$ cat src/rtl/muldiv_unit.sv
// Iterative multiply/divide unit owning HI/LO: 32-step shift-add multiply or
// restoring divide on one shared 33-bit adder, with stall generation for the core.
module muldiv_unit (
    input  logic        i_clk,
    input  logic        i_rst_n,
    input  logic        i_start,
    input  logic [1:0]  i_op,
    input  logic [31:0] i_srca,
    input  logic [31:0] i_srcb,
    input  logic        i_mthi,
    input  logic        i_mtlo,
    input  logic [31:0] i_wd,
    input  logic        i_rd_req,
    output logic [31:0] o_hi,
    output logic [31:0] o_lo,
    output logic        o_busy,
    output logic        o_done,
    output logic        o_stall
);
    typedef enum logic [1:0] {S_IDLE, S_RUN, S_FIX} state_t;

    state_t      r_state;
    logic [4:0]  r_count;
    logic [31:0] r_acc;     // multiply: high accumulator; divide: partial remainder
    logic [31:0] r_aux;     // multiply: multiplier/low product; divide: dividend/quotient
    logic [31:0] r_opnd;    // multiplicand or divisor magnitude
    logic [31:0] r_srca;
    logic        r_is_div;
    logic        r_neg_q;
    logic        r_neg_r;
    logic        r_div0;
    logic [31:0] r_hi;
    logic [31:0] r_lo;
    logic        r_done;

    logic        w_signed;
    logic        w_sa;
    logic        w_sb;
    logic [31:0] w_mag_a;
    logic [31:0] w_mag_b;
    logic [32:0] w_add_a;
    logic [32:0] w_add_b;
    logic [33:0] w_sum;
    logic [32:0] w_madd;
    logic [63:0] w_prod;
    logic [63:0] w_prod_neg;
    logic [31:0] w_quo_neg;
    logic [31:0] w_rem_neg;

    assign w_signed = ~i_op[0];
    assign w_sa     = w_signed & i_srca[31];
    assign w_sb     = w_signed & i_srcb[31];
    assign w_mag_a  = w_sa ? (~i_srca + 32'd1) : i_srca;
    assign w_mag_b  = w_sb ? (~i_srcb + 32'd1) : i_srcb;

    // Shared adder: subtract for divide via inverted operand and carry-in;
    // bit 33 then flags "no borrow" (shifted remainder >= divisor).
    assign w_add_a  = r_is_div ? {r_acc, r_aux[31]} : {1'b0, r_acc};
    assign w_add_b  = r_is_div ? ~{1'b0, r_opnd} : {1'b0, r_opnd};
    assign w_sum    = {1'b0, w_add_a} + {1'b0, w_add_b} + {33'd0, r_is_div};
    assign w_madd   = r_aux[0] ? w_sum[32:0] : {1'b0, r_acc};

    assign w_prod     = {r_acc, r_aux};
    assign w_prod_neg = ~w_prod + 64'd1;
    assign w_quo_neg  = ~r_aux + 32'd1;
    assign w_rem_neg  = ~r_acc + 32'd1;

    always_ff @(posedge i_clk or negedge i_rst_n) begin
        if (!i_rst_n) begin
            r_state  <= S_IDLE;
            r_count  <= 5'd0;
            r_acc    <= 32'd0;
            r_aux    <= 32'd0;
            r_opnd   <= 32'd0;
            r_srca   <= 32'd0;
            r_is_div <= 1'b0;
            r_neg_q  <= 1'b0;
            r_neg_r  <= 1'b0;
            r_div0   <= 1'b0;
            r_hi     <= 32'd0;
            r_lo     <= 32'd0;
            r_done   <= 1'b0;
        end else begin
            r_done <= 1'b0;
            case (r_state)
                S_IDLE: begin
                    if (i_mthi) r_hi <= i_wd;
                    if (i_mtlo) r_lo <= i_wd;
                    if (i_start) begin
                        r_is_div <= i_op[1];
                        r_neg_q  <= w_sa ^ w_sb;
                        r_neg_r  <= w_sa;
                        r_div0   <= i_op[1] & (i_srcb == 32'd0);
                        r_srca   <= i_srca;
                        r_count  <= 5'd0;
                        r_acc    <= 32'd0;
                        if (i_op[1]) begin
                            r_aux  <= w_mag_a;
                            r_opnd <= w_mag_b;
                        end else begin
                            r_aux  <= w_mag_b;
                            r_opnd <= w_mag_a;
                        end
                        r_state  <= S_RUN;
                    end
                end
                S_RUN: begin
                    if (r_is_div) begin
                        r_acc <= w_sum[33] ? w_sum[31:0] : {r_acc[30:0], r_aux[31]};
                        r_aux <= {r_aux[30:0], w_sum[33]};
                    end else begin
                        r_acc <= w_madd[32:1];
                        r_aux <= {w_madd[0], r_aux[31:1]};
                    end
                    r_count <= r_count + 5'd1;
                    if (r_count == 5'd31) r_state <= S_FIX;
                end
                S_FIX: begin
                    if (r_is_div) begin
                        if (r_div0) begin
                            r_lo <= 32'hFFFF_FFFF;
                            r_hi <= r_srca;
                        end else begin
                            r_lo <= r_neg_q ? w_quo_neg : r_aux;
                            r_hi <= r_neg_r ? w_rem_neg : r_acc;
                        end
                    end else begin
                        {r_hi, r_lo} <= r_neg_q ? w_prod_neg : w_prod;
                    end
                    r_done  <= 1'b1;
                    r_state <= S_IDLE;
                end
                default: r_state <= S_IDLE;
            endcase
        end
    end

    assign o_hi    = r_hi;
    assign o_lo    = r_lo;
    assign o_done  = r_done;
    assign o_busy  = (r_state != S_IDLE);
    assign o_stall = o_busy & (i_start | i_rd_req | i_mthi | i_mtlo);
endmodule
$ cat config.mk
export PLATFORM = sky130hd
export DESIGN_NAME = muldiv_unit
export DESIGN_NICKNAME = d
export VERILOG_FILES = /design/src/rtl/muldiv_unit.sv
export SDC_FILE = /design/constraint.sdc
export NUM_CORES = 1
export LEC_CHECK = 0
export CAP_MARGIN = 20
export CORE_ASPECT_RATIO = 1.5
export CORE_MARGIN = 2
export CORE_UTILIZATION = 40
export CTS_BUF_LIST = sky130_fd_sc_hd__clkbuf_8 sky130_fd_sc_hd__clkbuf_16
export DETAILED_ROUTE_END_ITERATION = 16
export DONT_BUFFER_PORTS = 1
export GPL_ROUTABILITY_DRIVEN = 0
export GPL_TIMING_DRIVEN = 0
export PLACE_DENSITY = 0.55
export SYNTH_ARGS = -nofsm -noshare
export SYNTH_HDL_FRONTEND = slang
export SYNTH_SLANG_ARGS = --single-unit
$ cat constraint.sdc
create_clock -name i_clk -period 4.4 [get_ports i_clk]
set_clock_uncertainty 0.05 [all_clocks]
set_input_delay 0.88 -clock i_clk [delete_from_list [all_inputs] [get_ports i_clk]]
set_output_delay 0.88 -clock i_clk [all_outputs]
set_load 0.01 [all_outputs]
## Yosys cells after proc, flatten, opt, wreduce, memory -nomap -nowiden

Cells that the tools add are included.

- Register bits after elaboration: 204
- Bits in latches: 0
- Bits in writable memories: 0
- Bits in read-only memories: 0
- Output and inout port bits: 67
- Logic and storage cells: 84
- Memories: 0

- $add $sub $neg: 8
- $mul: 0
- Divide/modulo/power cells: 0
- $lt $le $gt $ge: 0
- Equal/unequal tests: 7
- Shifts and indexed selects: 0
- Mux-type cells: 31
- Bitwise logic cells: 15
- Reductions and logical operators: 10

Operator list:

| operator | number |
|---|---|
| two-way mux 32 bit | 17 |
| case mux 32 bit (2 select lines) | 4 |
| adder 32 x 1 -> 32 bit (second input constant) | 4 |
| inverter 32 bit | 4 |
| two-way mux 33 bit | 3 |
| adder 64 x 1 -> 64 bit (second input constant) | 1 |
| two-way mux 64 bit | 1 |
| inverter 64 bit | 1 |
| adder 33 x 33 -> 34 bit | 1 |
| adder 34 x 1 -> 34 bit | 1 |
| inverter 32 -> 33 bit | 1 |
| logical NOT 32 bit | 1 |
| case mux 5 bit (2 select lines) | 1 |
| AND reduction 2 bit | 5 |
| != test 2 bit (second input constant) | 4 |
| nonzero test 2 bit | 3 |
| adder 5 x 1 -> 5 bit (second input constant) | 1 |
| equality test 5 bit (second input constant) | 1 |
| two-way mux 5 bit | 1 |
| bitwise AND 1 bit | 4 |
| two-way mux 2 bit | 2 |
| case mux 2 bit (2 select lines) | 1 |
| OR 1 bit | 3 |
| equality test 2 x 1 -> 1 bit (second input constant) | 1 |
| other kinds (5) | 5 |

## Logic depth before layout (Yosys ltp)

- Word-level depth: 7
- Depth in mapped cells: 17
- Gate-level depth less buffers: 12

## Worst setup path after synthesis

No wires, ideal clock.

- Path kind: flip-flop to flip-flop
- Start: register r_is_div
- End: register r_acc[27]
- Setup time: 0.138 ns
- Data arrival time: 4.237 ns
- Setup slack: -0.025 ns
- Stages on the path, launching flop included: 16
- Period minus slack after synthesis: 4.425 ns
- Cell sequence: dfrtp_1 > clkbuf_1 > clkbuf_1 > buf_1 > clkbuf_1 > xor2_1 > fa_1 > a21o_1 > nand2_1 > a31o_2 > o31ai_1 > a41oi_1 > o31ai_1 > xor2_1 > a2111oi_0 > a21oi_1

- Cells in the longest elaborated chain, start to end: 6
- Elaborated cells on any way between the ends: 8
- Those cells by class: add/sub: 2; mux: 6

RTL lines:

| element | line | source |
|---|---|---|
| start, declared | 28 | `logic r_is_div;` |
| start signal, assigned | 90 | `r_is_div <= i_op[1];` |
| two-way mux 33 bit, on equally long branches | 58, 59 |  |
| adder 33 x 33 -> 34 bit | 60 | `assign w_sum = {1'b0, w_add_a} + {1'b0, w_add_b} + {33'd0, r_is_div};` |
| adder 34 x 1 -> 34 bit | 60 |  |
| two-way mux 33 bit / two-way mux 32 bit (equally long branches) | 61, 109 |  |
| two-way mux 32 bit * | 108 | `if (r_is_div) begin` |
| case mux 32 bit (2 select lines) * | 85 | `case (r_state)` |
| end signal, assigned | 109 | `r_acc <= w_sum[33] ? w_sum[31:0] : {r_acc[30:0], r_aux[31]};` |
| end signal, assigned | 112 | `r_acc <= w_madd[32:1];` |
| end, declared | 24 | `logic [31:0] r_acc;` |

Every way passes the cells marked *; elsewhere a longest branch is shown, timed or not.
A chain may end at the register's enable or synchronous reset.

## Worst setup path after layout

- Start: register r_is_div
- End: register r_acc[16]

The elaborated chain is that of the path after synthesis.

==> flow_metrics.env <==
export IMPL_highest_layer="met4"
export IMPL_grt_pass1_wl_um=102000
export IMPL_hp_class="in2async"
export IMPL_initial_utilization_pct=40.3
export IMPL_critPathTopFamily="compound AO/OA/AOI/OAI gates"
export IMPL_leakagePower_nw=7.06
export IMPL_vdd_ir_drop_worst_mv=0.446
export IMPL_yosysWarnings=0
export IMPL_root_buffer="clkbuf_16"
export IMPL_first_pass_iters=6
export IMPL_wire_per_inst_um=27.2
export IMPL_fmax_mhz=230
export IMPL_switching_share_pct=53.1
export IMPL_clkPwrFrac_pct=10.0
export IMPL_totalWireLength_um=70700
export IMPL_place_area_mm2=0.0168
export IMPL_yosys_area_share_simple_pct=18.2
export IMPL_cts_buffers=22
export IMPL_tns_ns=0
export IMPL_reg2reg_slack_ns=0.06
export IMPL_power_density_mw_per_mm2=1010
export IMPL_ys_seq_area_share_pct=31.6
export IMPL_synth_adder_area_share_pct=2.99
export IMPL_area_growth_pct=10.7
export IMPL_synth_compound_area_share_pct=25.8
export IMPL_htree_levels=1
export IMPL_drtIter0Drc=1587
export IMPL_slew_headroom_pct=38.1
export IMPL_grt_pass1_vias=15432
export IMPL_cp_arrival_ns=4.67
export IMPL_cts_tree="done"
export IMPL_cp_required_ns=4.73
export IMPL_drv_cap=0
export IMPL_met2_length_um=33000
export IMPL_vias=16194
export IMPL_cp_num_buf_inv=5
export IMPL_dieArea_mm2=0.0420
export IMPL_avgSynthCellArea_um2=7.92
export IMPL_rsz0062_at_grt="true"
export IMPL_internal_power_mw=8.45
export IMPL_crit_type="reg2reg"
export IMPL_synth_top_family_by_area="compound AO/OA/AOI/OAI gates"
export IMPL_critPathMaxStageDelay_ns=0.39
export IMPL_period_share_pct=98.7
export IMPL_drive_gt1_share_pct=7.35
export IMPL_drv_slew=0
export IMPL_netlist_area_mm2=0.0162
export IMPL_hold_viol=0
export IMPL_setup_viol=0
export IMPL_dpl_hpwl_um=55800
export IMPL_antenna_found_initial=5
export IMPL_synth_xor_area_share_pct=10.8
export IMPL_synthFlopType="dfrtp_1"
export IMPL_postRouteAntennaNets=0
export IMPL_drc_errors=0
export IMPL_fin_nets=2212
export IMPL_cts_clk_slew_worst_paths_ns=0.07
export IMPL_io_pin_count=171
export IMPL_core_mm2=0.0401
export IMPL_m1WireLength_um=25500
export IMPL_synth_fp_nets=2182
export IMPL_seq_power_share_pct=22.0
export IMPL_clock_sinks=204
export IMPL_synth_edf_count=0
export IMPL_die_w_um=168
export IMPL_synthCells=2040
export IMPL_startpoint_type="flip-flop"
export IMPL_ys_ff_latch=204
export IMPL_mostFrequentLayoutCells="317 x nand2_1, 204 x dfrtp_1, 184 x o21ai_0"
export IMPL_power_switching_mw=9.57
export IMPL_grt_overflow_total=0
export IMPL_finalCriticalPeriod_ns=4.34
export IMPL_cpMaxStageDelayCell="a41o_2"
export IMPL_final_common_cell="nand2_1"
export IMPL_endpoint_kind="flip-flop"
export IMPL_clk_latency_ns=0.55
export IMPL_outcome="complete, no violations"
export IMPL_grt_max_degree=205
export IMPL_ys_types=79
export IMPL_muxShareOfSynthArea_pct=5.53
export IMPL_fp_dieH_um=250
export IMPL_fin_area_mm2=0.0179
export IMPL_port_buffers=0
export IMPL_path_max_fanout=10
export IMPL_via_per_inst=6.24
export IMPL_rows=90
export IMPL_async_flop_share_pct=100
export IMPL_cts_buffer_depth=3
export IMPL_p_comb_share_pct=67.9
export IMPL_worstPathCellList="clkbuf_4 > clkbuf_4 > buf_4 > mux2_2 > ha_1 > nand2_1 > o31ai_4 > a41oi_4 > a41o_2 > o21ai_4 > a21boi_4 > buf_4 > clkbuf_2 > o221ai_1 > o21ai_0"
export IMPL_wl_met3_um=5190
export IMPL_worst_pin_slew_ns=0.922
export IMPL_grt_use_total_pct=32.2
[worst paths after layout]
kind                             from          to  cells after the start
setup / recovery             r_is_div   r_acc[16]                     15
hold / removal                i_rst_n  r_srca[30]                      1
setup reg to reg             r_is_div   r_acc[16]                     15
hold reg to reg            r_srca[27]  r_srca[27]                      2
max in group asynchronous     i_rst_n   r_acc[29]                      1
min in group i_clk         i_srca[11]  r_srca[11]                      2
[power groups by stage]
| stage | Clock (mW) | Combinational [mW] | Sequential, mW |
|---|---|---|---|
| final | 1.81 | 12.2 | 3.97 |
| after global routing | 1.88 | 13.3 | 4.01 |
| after detailed placement | 0 | 11.2 | 3.96 |
| after floorplan | 0 | 8.34 | 3.43 |
| after CTS | 1.81 | 11.6 | 3.93 |
| after global placement | 0 | 11.1 | 3.93 |
[cells in the mapped netlist, types with 8 or more instances]
master    count  share of area [%]
a211oi_1     56                2.6
a21o_1       27                1.3
a21oi_1     135                4.2
a22oi_1       8               0.37
a31oi_1      19               0.74
buf_1        22               0.51
clkbuf_1    157                3.6
dfrtp_1     204                 32
ha_1         37                2.9
inv_1        23               0.53
mux2_2       42                2.9
mux2i_1      42                2.6
nand2_1     317                7.4
nand2b_1     12               0.46
nand3_1      23               0.71
nand3b_1     13               0.60
nand4_1      10               0.39
nor2_1      134                3.1
nor2b_1      13               0.50
nor3_1       30               0.93
nor4_1       10               0.39
o211ai_1     24                1.1
o21ai_0     186                5.8
o21ai_1      12               0.37
o221ai_1     19                1.0
o22ai_1      46                1.8
o31ai_1      40                1.9
o41ai_1      18               0.98
or2_2         8               0.31
or3_1        23               0.89
or4_1        20               0.93
xnor2_1      86                4.7
xor2_1      113                6.1
[worst reg2reg max path: stages, from the launching register on]
cell and delay (ns):
dfrtp_1 0.37, clkbuf_4 0.28, clkbuf_4 0.29, buf_4 0.26
mux2_2 0.37, ha_1 0.36, nand2_1 0.12, o31ai_4 0.33
a41oi_4 0.22, a41o_2 0.39, o21ai_4 0.24, a21boi_4 0.11
buf_4 0.16, clkbuf_2 0.21, o221ai_1 0.28, o21ai_0 0.15
[area by class of cell]
cell class	count	area (um^2)
fillers	4078	22200
multi-input cells	1623	10400
flip-flops and latches	204	5100
plain buffers	182	778
well taps	506	633
clock buffers	26	606
repair buffers	11	163
inverters	26	97.6
clock inverters	9	61.3
diodes	7	17.5
[flip-flops by register name, summed over array words and instances (netlist names), 2 cells and up]
register  flops
r_state       2
o_hi         32
o_lo         32
r_count       5
r_aux        32
r_srca       32
r_opnd       32
r_acc        32
[routing by layer]
metal	track usage (%)	up-vias
li1	-	7412
met2	53.7	843
met5	0	-
met4	26.6	0
met3	4.85	234
met1	36.2	7705
[metrics by stage]
stage | setup WS, ns | total power [mW] | utilization [%] | std cells | hold WS [ns]
after global routing | -0.0277 | 19.2 | 44.6 | 2594 | 0.112
after global placement | -1.80 | 15.1 | 41.9 | 2546 | 0.415
after floorplan | 0.108 | 11.8 | - | 2040 | 0.387
final | 0.0551 | 18.0 | 44.6 | 2594 | 0.0928
after CTS | 0.00292 | 17.3 | 43.9 | 2578 | -0.0277
after detailed placement | -1.87 | 15.2 | 41.9 | 2546 | 0.417
[kinds of logic (layout without fill, tap and decap cells)]
family                     Yosys count  after routing
adders and majority gates           38             38
AOI/OAI and AO/OA                  655            655
other                                0              7
muxes                               84             84
buffers and inverters              213            254
and+or+nand+nor                    647            647
DFF                                204            204
xor gates and xnor gates           199            199
[repair_timing]
| item | in CTS | in global routing |
|---|---|---|
| endpoints found under the hold margin | 179 | 70 |
| setup endpoints to repair | 33 | 34 |
| buffers inserted | 0 | 5 |
| pin swaps | 0 | 5 |
| resized for setup | 45 | 25 |
No activity file was read; power rests on OpenSTA's default activity.
